### config.mk
export PLATFORM = sky130hd
export DESIGN_NAME = regfile_wb_arbiter_flat
export DESIGN_NICKNAME = d
export VERILOG_FILES = /design/src/rtl/regfile_wb_arbiter_if.sv /design/src/rtl/regfile_wb_arbiter.sv /design/src/flat_wrapper.sv
export SDC_FILE = /design/constraint.sdc
export NUM_CORES = 1
export LEC_CHECK = 0
export ABC_AREA = 1
export CAP_MARGIN = 20
export CORE_MARGIN = 2
export CORE_UTILIZATION = 30
export DETAILED_ROUTE_END_ITERATION = 12
export RECOVER_POWER = 25
export REMOVE_ABC_BUFFERS = 1
export SYNTH_ARGS = -nofsm -noshare
export SYNTH_HDL_FRONTEND = slang
export SYNTH_SLANG_ARGS = --single-unit
### constraint.sdc
create_clock -name clk -period 4.5 [get_ports clk]
set_input_delay 0.9 -clock clk [delete_from_list [all_inputs] [get_ports clk]]
set_output_delay 0.9 -clock clk [all_outputs]
set_load 0.02 [all_outputs]
### src/rtl/regfile_wb_arbiter_if.sv
// Writeback bus between the two requesters (ALU, load return) and the arbiter,
// plus the register-file write port and the pending-write tag the arbiter drives.
interface regfile_wb_arbiter_if #(
  parameter int DATA_W = 32,
  parameter int ADDR_W = 5
);
  logic              alu_valid;
  logic              alu_ready;
  logic [ADDR_W-1:0] alu_reg;
  logic [DATA_W-1:0] alu_data;
  logic              mem_valid;
  logic              mem_ready;
  logic [ADDR_W-1:0] mem_reg;
  logic [DATA_W-1:0] mem_data;
  logic              RegWrite;
  logic [ADDR_W-1:0] Write_reg;
  logic [DATA_W-1:0] Write_data;
  logic              wb_pending;
  logic [ADDR_W-1:0] wb_pending_reg;

  modport slave (
    input  alu_valid, alu_reg, alu_data,
    input  mem_valid, mem_reg, mem_data,
    output alu_ready, mem_ready,
    output RegWrite, Write_reg, Write_data,
    output wb_pending, wb_pending_reg
  );

  modport master (
    output alu_valid, alu_reg, alu_data,
    output mem_valid, mem_reg, mem_data,
    input  alu_ready, mem_ready,
    input  RegWrite, Write_reg, Write_data,
    input  wb_pending, wb_pending_reg
  );
endinterface

### src/rtl/regfile_wb_arbiter.sv
// Round-robin arbiter sharing the register-file write port between ALU writeback
// and load return; one registered output stage plus saturating per-source counters.
module regfile_wb_arbiter #(
  parameter int DATA_W = 32,
  parameter int ADDR_W = 5,
  parameter int CNT_W  = 16
) (
  input  logic             clk,
  input  logic             rst_n,
  regfile_wb_arbiter_if.slave bus,
  output logic [CNT_W-1:0] alu_cnt,
  output logic [CNT_W-1:0] mem_cnt,
  output logic [CNT_W-1:0] drop_cnt
);

  typedef enum logic {
    PTR_MEM = 1'b0,
    PTR_ALU = 1'b1
  } ptr_t;

  ptr_t              ptr_r;
  ptr_t              ptr_nxt_s;
  logic              both_s;
  logic              conflict_s;
  logic              alu_grant_s;
  logic              mem_grant_s;
  logic              accept_s;
  logic [ADDR_W-1:0] win_reg_s;
  logic [DATA_W-1:0] win_data_s;

  logic              reg_write_r;
  logic [ADDR_W-1:0] write_reg_r;
  logic [DATA_W-1:0] write_data_r;
  logic              src_alu_r;
  logic [CNT_W-1:0]  alu_cnt_r;
  logic [CNT_W-1:0]  mem_cnt_r;
  logic [CNT_W-1:0]  drop_cnt_r;

  function automatic logic [CNT_W-1:0] sat_inc(input logic [CNT_W-1:0] c);
    if (c == {CNT_W{1'b1}}) begin
      sat_inc = c;
    end else begin
      sat_inc = c + {{(CNT_W-1){1'b0}}, 1'b1};
    end
  endfunction

  // Grant selection: a same-index pair always goes to MEM first so the ALU value lands last.
  always_comb begin
    both_s      = bus.alu_valid && bus.mem_valid;
    conflict_s  = both_s && (bus.alu_reg == bus.mem_reg);
    alu_grant_s = 1'b0;
    mem_grant_s = 1'b0;
    ptr_nxt_s   = ptr_r;
    if (!rst_n) begin
      alu_grant_s = 1'b0;
      mem_grant_s = 1'b0;
    end else if (conflict_s) begin
      mem_grant_s = 1'b1;
    end else if (both_s) begin
      if (ptr_r == PTR_MEM) begin
        mem_grant_s = 1'b1;
        ptr_nxt_s   = PTR_ALU;
      end else begin
        alu_grant_s = 1'b1;
        ptr_nxt_s   = PTR_MEM;
      end
    end else if (bus.alu_valid) begin
      alu_grant_s = 1'b1;
    end else if (bus.mem_valid) begin
      mem_grant_s = 1'b1;
    end else begin
      ptr_nxt_s = ptr_r;
    end
    accept_s   = alu_grant_s || mem_grant_s;
    win_reg_s  = mem_grant_s ? bus.mem_reg  : bus.alu_reg;
    win_data_s = mem_grant_s ? bus.mem_data : bus.alu_data;
  end

  // Pointer and single write stage; writes to register 0 leave the stage holding its old index/data.
  always_ff @(posedge clk or negedge rst_n) begin
    if (!rst_n) begin
      ptr_r        <= PTR_MEM;
      reg_write_r  <= 1'b0;
      write_reg_r  <= {ADDR_W{1'b0}};
      write_data_r <= {DATA_W{1'b0}};
      src_alu_r    <= 1'b0;
    end else begin
      ptr_r <= ptr_nxt_s;
      if (accept_s && (win_reg_s != {ADDR_W{1'b0}})) begin
        reg_write_r  <= 1'b1;
        write_reg_r  <= win_reg_s;
        write_data_r <= win_data_s;
        src_alu_r    <= alu_grant_s;
      end else begin
        reg_write_r  <= 1'b0;
      end
    end
  end

  // Saturating event counters: issued writes by source, discarded register-0 writes on acceptance.
  always_ff @(posedge clk or negedge rst_n) begin
    if (!rst_n) begin
      alu_cnt_r  <= {CNT_W{1'b0}};
      mem_cnt_r  <= {CNT_W{1'b0}};
      drop_cnt_r <= {CNT_W{1'b0}};
    end else begin
      if (reg_write_r && src_alu_r) begin
        alu_cnt_r <= sat_inc(alu_cnt_r);
      end else begin
        alu_cnt_r <= alu_cnt_r;
      end
      if (reg_write_r && !src_alu_r) begin
        mem_cnt_r <= sat_inc(mem_cnt_r);
      end else begin
        mem_cnt_r <= mem_cnt_r;
      end
      if (accept_s && (win_reg_s == {ADDR_W{1'b0}})) begin
        drop_cnt_r <= sat_inc(drop_cnt_r);
      end else begin
        drop_cnt_r <= drop_cnt_r;
      end
    end
  end

  assign bus.alu_ready      = alu_grant_s;
  assign bus.mem_ready      = mem_grant_s;
  assign bus.RegWrite       = reg_write_r;
  assign bus.Write_reg      = write_reg_r;
  assign bus.Write_data     = write_data_r;
  assign bus.wb_pending     = reg_write_r;
  assign bus.wb_pending_reg = reg_write_r ? write_reg_r : {ADDR_W{1'b0}};
  assign alu_cnt            = alu_cnt_r;
  assign mem_cnt            = mem_cnt_r;
  assign drop_cnt           = drop_cnt_r;

endmodule

### src/flat_wrapper.sv
// flat-port wrapper written by rule: the top's interface ports become plain ports
module regfile_wb_arbiter_flat 
#(
  parameter int DATA_W = 32,
  parameter int ADDR_W = 5,
  parameter int CNT_W  = 16
)
  (clk, rst_n, alu_cnt, mem_cnt, drop_cnt, bus_alu_valid, bus_alu_reg, bus_alu_data, bus_mem_valid, bus_mem_reg, bus_mem_data, bus_alu_ready, bus_mem_ready, bus_RegWrite, bus_Write_reg, bus_Write_data, bus_wb_pending, bus_wb_pending_reg);
  regfile_wb_arbiter_if #(.DATA_W(DATA_W), .ADDR_W(ADDR_W)) bus_i ();
  input  logic clk;
  input  logic rst_n;
  output logic [CNT_W-1:0] alu_cnt;
  output logic [CNT_W-1:0] mem_cnt;
  output logic [CNT_W-1:0] drop_cnt;
  input wire logic [$bits(bus_i.alu_valid)-1:0] bus_alu_valid;
  input wire logic [$bits(bus_i.alu_reg)-1:0] bus_alu_reg;
  input wire logic [$bits(bus_i.alu_data)-1:0] bus_alu_data;
  input wire logic [$bits(bus_i.mem_valid)-1:0] bus_mem_valid;
  input wire logic [$bits(bus_i.mem_reg)-1:0] bus_mem_reg;
  input wire logic [$bits(bus_i.mem_data)-1:0] bus_mem_data;
  output wire logic [$bits(bus_i.alu_ready)-1:0] bus_alu_ready;
  output wire logic [$bits(bus_i.mem_ready)-1:0] bus_mem_ready;
  output wire logic [$bits(bus_i.RegWrite)-1:0] bus_RegWrite;
  output wire logic [$bits(bus_i.Write_reg)-1:0] bus_Write_reg;
  output wire logic [$bits(bus_i.Write_data)-1:0] bus_Write_data;
  output wire logic [$bits(bus_i.wb_pending)-1:0] bus_wb_pending;
  output wire logic [$bits(bus_i.wb_pending_reg)-1:0] bus_wb_pending_reg;
  assign bus_i.alu_valid = bus_alu_valid;
  assign bus_i.alu_reg = bus_alu_reg;
  assign bus_i.alu_data = bus_alu_data;
  assign bus_i.mem_valid = bus_mem_valid;
  assign bus_i.mem_reg = bus_mem_reg;
  assign bus_i.mem_data = bus_mem_data;
  assign bus_alu_ready = bus_i.alu_ready;
  assign bus_mem_ready = bus_i.mem_ready;
  assign bus_RegWrite = bus_i.RegWrite;
  assign bus_Write_reg = bus_i.Write_reg;
  assign bus_Write_data = bus_i.Write_data;
  assign bus_wb_pending = bus_i.wb_pending;
  assign bus_wb_pending_reg = bus_i.wb_pending_reg;
  regfile_wb_arbiter #(.DATA_W(DATA_W), .ADDR_W(ADDR_W), .CNT_W(CNT_W)) u_core (.clk(clk), .rst_n(rst_n), .bus(bus_i), .alu_cnt(alu_cnt), .mem_cnt(mem_cnt), .drop_cnt(drop_cnt));
endmodule
Word level (Yosys, flattened, before mapping)
Index checks and enable logic that the tools add are counted.

Register bits: 88. Input port bits: 78. Logic and storage cells: 48. Output and inout bits: 94.

Eq/ne operators: 4. Reductions and logical operators: 14. Add/subtract/negate cells: 3. Bitwise gates (word level): 4. Multiplexer cells: 15.

Operators by type and width (count): $add A16 B1 Y16 const B (3); $eq A16 B16 Y1 const B (3); $mux W32 (1); $mux W1 (12); $mux W5 (2); $logic_and A1 B1 Y1 (6); $reduce_and A2 Y1 (3); $eq A5 B5 Y1 (1); $logic_not A5 Y1 (1); $reduce_bool A5 Y1 (1); $not A1 Y1 (4); $reduce_and A3 Y1 (1); $logic_not A1 Y1 (1); $logic_or A1 B1 Y1 (1).

Depth between registers and ports, before layout
Depth in word-level cells: 9. Mapped depth: 16.

Least setup slack after synthesis
OpenSTA, ideal clock, no wires.

Kind: input to output. Start point: in bus_alu_reg[3]. End point: out bus_mem_ready. Data required time: 3.600 ns. Data arrival time: 1.871 ns. Stages: 10. Setup slack: 1.729 ns. Cell sequence: inv_1 -> nand2_1 -> nand2_1 -> nor2_1 -> nand3_2 -> nand2_2 -> nand2_2 -> buf_6 -> inv_1 -> buf_2.

Cells in the longest elaborated chain, start to end: 4.

RTL lines: start: declaration (RTL line flat_wrapper.sv:16) `input wire logic [$bits(bus_i.alu_reg)-1:0] bus_alu_reg;`; $eq A5 B5 Y1 (RTL line regfile_wb_arbiter.sv:50) `conflict_s = both_s && (bus.alu_reg == bus.mem_reg);`; $logic_and A1 B1 Y1 (RTL line regfile_wb_arbiter.sv:50); $mux W1 (RTL line regfile_wb_arbiter.sv:57) `end else if (conflict_s) begin`; $mux W1 (RTL line regfile_wb_arbiter.sv:54) `if (!rst_n) begin`; end: declaration (RTL line flat_wrapper.sv:22) `output wire logic [$bits(bus_i.mem_ready)-1:0] bus_mem_ready;`.

Every way passes these cells.

Worst setup path after layout
Same ends and word-level chain as after synthesis.

==> impl_metrics.json <==
{
  "status": "finished, violations left",
  "violations": "max-capacitance violations, max-slew violations",
  "pwr-share-clk_pct": 27.3,
  "netlist_area_um2": 4718,
  "swShare_pct": 33.50,
  "crit_slowest_cell": "clkdlybuf4s50_1",
  "design_area_um2": 6917,
  "drtIter0Drc": 213,
  "clk_pin_slew_ns": 0.06,
  "io_buffer_count": 171,
  "antenna_found_initial": 1,
  "post_cts_buffers": 0,
  "power.total_uw": 2768,
  "postSynthAreaPerCell_um2": 7.561,
  "h-tree-depth": 3,
  "place.gp.congestion": 0.7808,
  "report.final.slew_viol_count": 62,
  "p_switching_uw": 927.1,
  "pre_cts_ws_ns": 0.8124,
  "ctsResizeCount": 0,
  "synth_seq_cells": 88,
  "timing.final.ws_setup_ns": 0.7573,
  "grt-ovfl-total": 0,
  "finClkSkew_ns": 0.008554,
  "worst-r2r-setup-slack_ns": 1.98,
  "p_per_area_nw_per_um2": 400.1,
  "hpwl_um": 9249,
  "num_rows": 45,
  "io-pin-count": 172,
  "die-width_um": 129.4,
  "seq_area_frac_synth_pct": 46.67,
  "grt_max_degree": 62,
  "synth_top_family_by_area": "simple AND/OR/NAND/NOR gates",
  "ctsHoldBuffers": 0,
  "synth_mux_area_share_pct": 0,
  "yosysUniqueCellTypes": 29,
  "pwr-share-seq_pct": 38.5,
  "synth_xor_area_share_pct": 7.982,
  "yosysTopAreaCellShare_pct": 46.67,
  "fin_crit_sh_pct": 83.17,
  "intPower_uw": 1841,
  "dieArea_um2": 16750,
  "synth_area_leaders": "dfrtp_1 (47%), nand2_1 (25%), xor2_1 (5.2%)",
  "utilization_pct": 45.33,
  "drt_first_pass_iters": 4,
  "cts_root_buffer": "clkbuf_16",
  "vias_per_cell": 4.321,
  "yosysWarnings": 0,
  "num-fill-cells": 1548,
  "fp.dieH_um": 129.4,
  "relSlewSlack_pct": -4.067,
  "hold_viol": 0,
  "grt_pass1_wl_um": 21330,
  "insertion_delay_ns": 0.34,
  "final_cell_mix": "nand2_1 (308), clkdlybuf4s50_1 (169), dfrtp_1 (88)",
  "critPathLaunchType": "input pin",
  "wirelength_um": 12770,
  "yosys.area_share.simple_pct": 36.99,
  "p_leak_uw": 0.003422,
  "cap_viol_max_count": 1,
  "mostFrequentLayoutCell": "nand2_1",
  "drive_gt1_share_pct": 4.517,
  "worstMarginPinSlew_ns": 1.561,
  "drtAntennaViolNets": 0,
  "finalCriticalPeriod_ns": 3.743,
  "crit_arrival_ns": 2.84,
  "worstPathRequired_ns": 3.60,
  "numClockSinks": 88,
  "max_stage_delay_ns": 0.61,
  "synth-compound-area-share_pct": 0.4508,
  "cts_buffers": 9,
  "yosys.area.top_type": "dfrtp_1",
  "combinationalPowerShare_pct": 34.1,
  "setup_tns_ns": 0,
  "cts_max_path_buffers": 2,
  "dr_total_vias": 4360,
  "synthCells": 624,
  "hold_class": "flop to flop",
  "first_global_vias": 4386,
  "yosys.area_share.adder_pct": 0.7955,
  "critical_path_class": "input pin to output pin",
  "coreArea_um2": 15260,
  "fin_nets": 873,
  "postPlaceCellArea_um2": 6620,
  "critPathMaxFanout": 6,
  "cp-end-kind": "output pin",
  "start_util_pct": 30.92,
  "ir_worst_vdd_mv": 0.2055,
  "setup_viol": 0,
  "grtUsageTotal_pct": 16.15,
  "largest_register_ffs": 32,
  "routed_wire_length_per_instance_um": 12.65,
  "areaGrowthSynthToFinish_pct": 46.59,
  "drc": 0,
  "path_cells": "dlygate4sd3_1 -> inv_1 -> nand2_1 -> nand2_1 -> nor2_1 -> nand3_2 -> nand2_2 -> nand2_2 -> inv_1 -> clkdlybuf4s50_1",
  "fmax_ghz": 0.2672,
  "rsz0062_at_grt": "false",
  "cts_tree": "yes"
}
cell type report:
| class | count | area (um^2) | share of cell area (%) |
|---|---|---|---|
| Clock inverter | 3 | 40.04 | 0.5789 |
| Antenna cell | 1 | 2.502 | 0.03618 |
| Inverter | 51 | 191.4 | 2.768 |
| Timing Repair Buffer | 178 | 1768 | 25.56 |
| Clock buffer | 13 | 260.3 | 3.763 |
| Tap cell | 211 | 264.0 | 3.817 |
| Multi-Input combinational cell | 464 | 2188 | 31.64 |
| Sequential cell | 88 | 2202 | 31.84 |
cells in the mapped netlist:
library cell / count
a22oi_1: 1
and3_1: 1
buf_2: 7
buf_4: 5
buf_6: 5
clkbuf_1: 4
dfrtp_1: 88
ha_1: 3
inv_1: 50
inv_2: 1
nand2_1: 308
nand2_2: 7
nand3_1: 23
nand3_2: 2
nand3b_1: 1
nand4_1: 25
nand4_2: 1
nor2_1: 32
nor2_2: 1
nor2_4: 1
nor2_8: 1
nor3_1: 7
nor3b_1: 1
nor4_1: 3
nor4b_1: 1
o21ai_1: 1
o21ai_2: 1
xnor2_1: 15
xor2_1: 28
power groups by stage:
stage	registers (uW)	logic, uW	clock network [uW]
final	1070	945	756
after global routing	1090	1040	810
after CTS	1070	964	786
after detailed placement	1080	962	0
after global placement	1080	957	0
after floorplan	1240	281	0
per-layer routing:
layer,track usage (%),part of all wire (%)
met3,3.592,5.5
met5,0,0
met2,26.16,46
met1,21.11,47
met4,6.325,2.2
worst max-delay path: cells and delay by family:
family / cells / cell delay [ns]
buffers and inverters: 4 / 1.32
AND/OR/NAND/NOR: 6 / 0.62
worst paths after layout:
| check | start | end | cells after the start |
|---|---|---|---|
| min reg2reg | u_core.ptr_r | u_core.ptr_r | 1 |
| max | bus_alu_reg[3] | bus_mem_ready | 10 |
| min in group asynchronous | rst_n | u_core.drop_cnt[8] | 2 |
| max reg2reg | u_core.drop_cnt[1] | u_core.drop_cnt[10] | 7 |
| max in group asynchronous | rst_n | u_core.mem_cnt[13] | 3 |
| min | u_core.ptr_r | u_core.ptr_r | 1 |
metrics by stage:
step	hold WS [ns]	std cells
2_1_floorplan	0.4416	603
3_3_place_gp	0.4582	992
3_5_place_dp	0.4604	992
4_1_cts	0.4716	1008
5_1_grt	0.4826	1009
6_report	0.4652	1009
logic make-up after synthesis:
logic type               after synthesis
buffers and inverters                 72
adder cells (fa/ha/maj)                3
XOR/XNOR                              43
AND/OR/NAND/NOR                      415
flip-flops                            88
AO/OA/AOI/OAI                          3
Note: power is estimated with default switching activity, not from simulation.
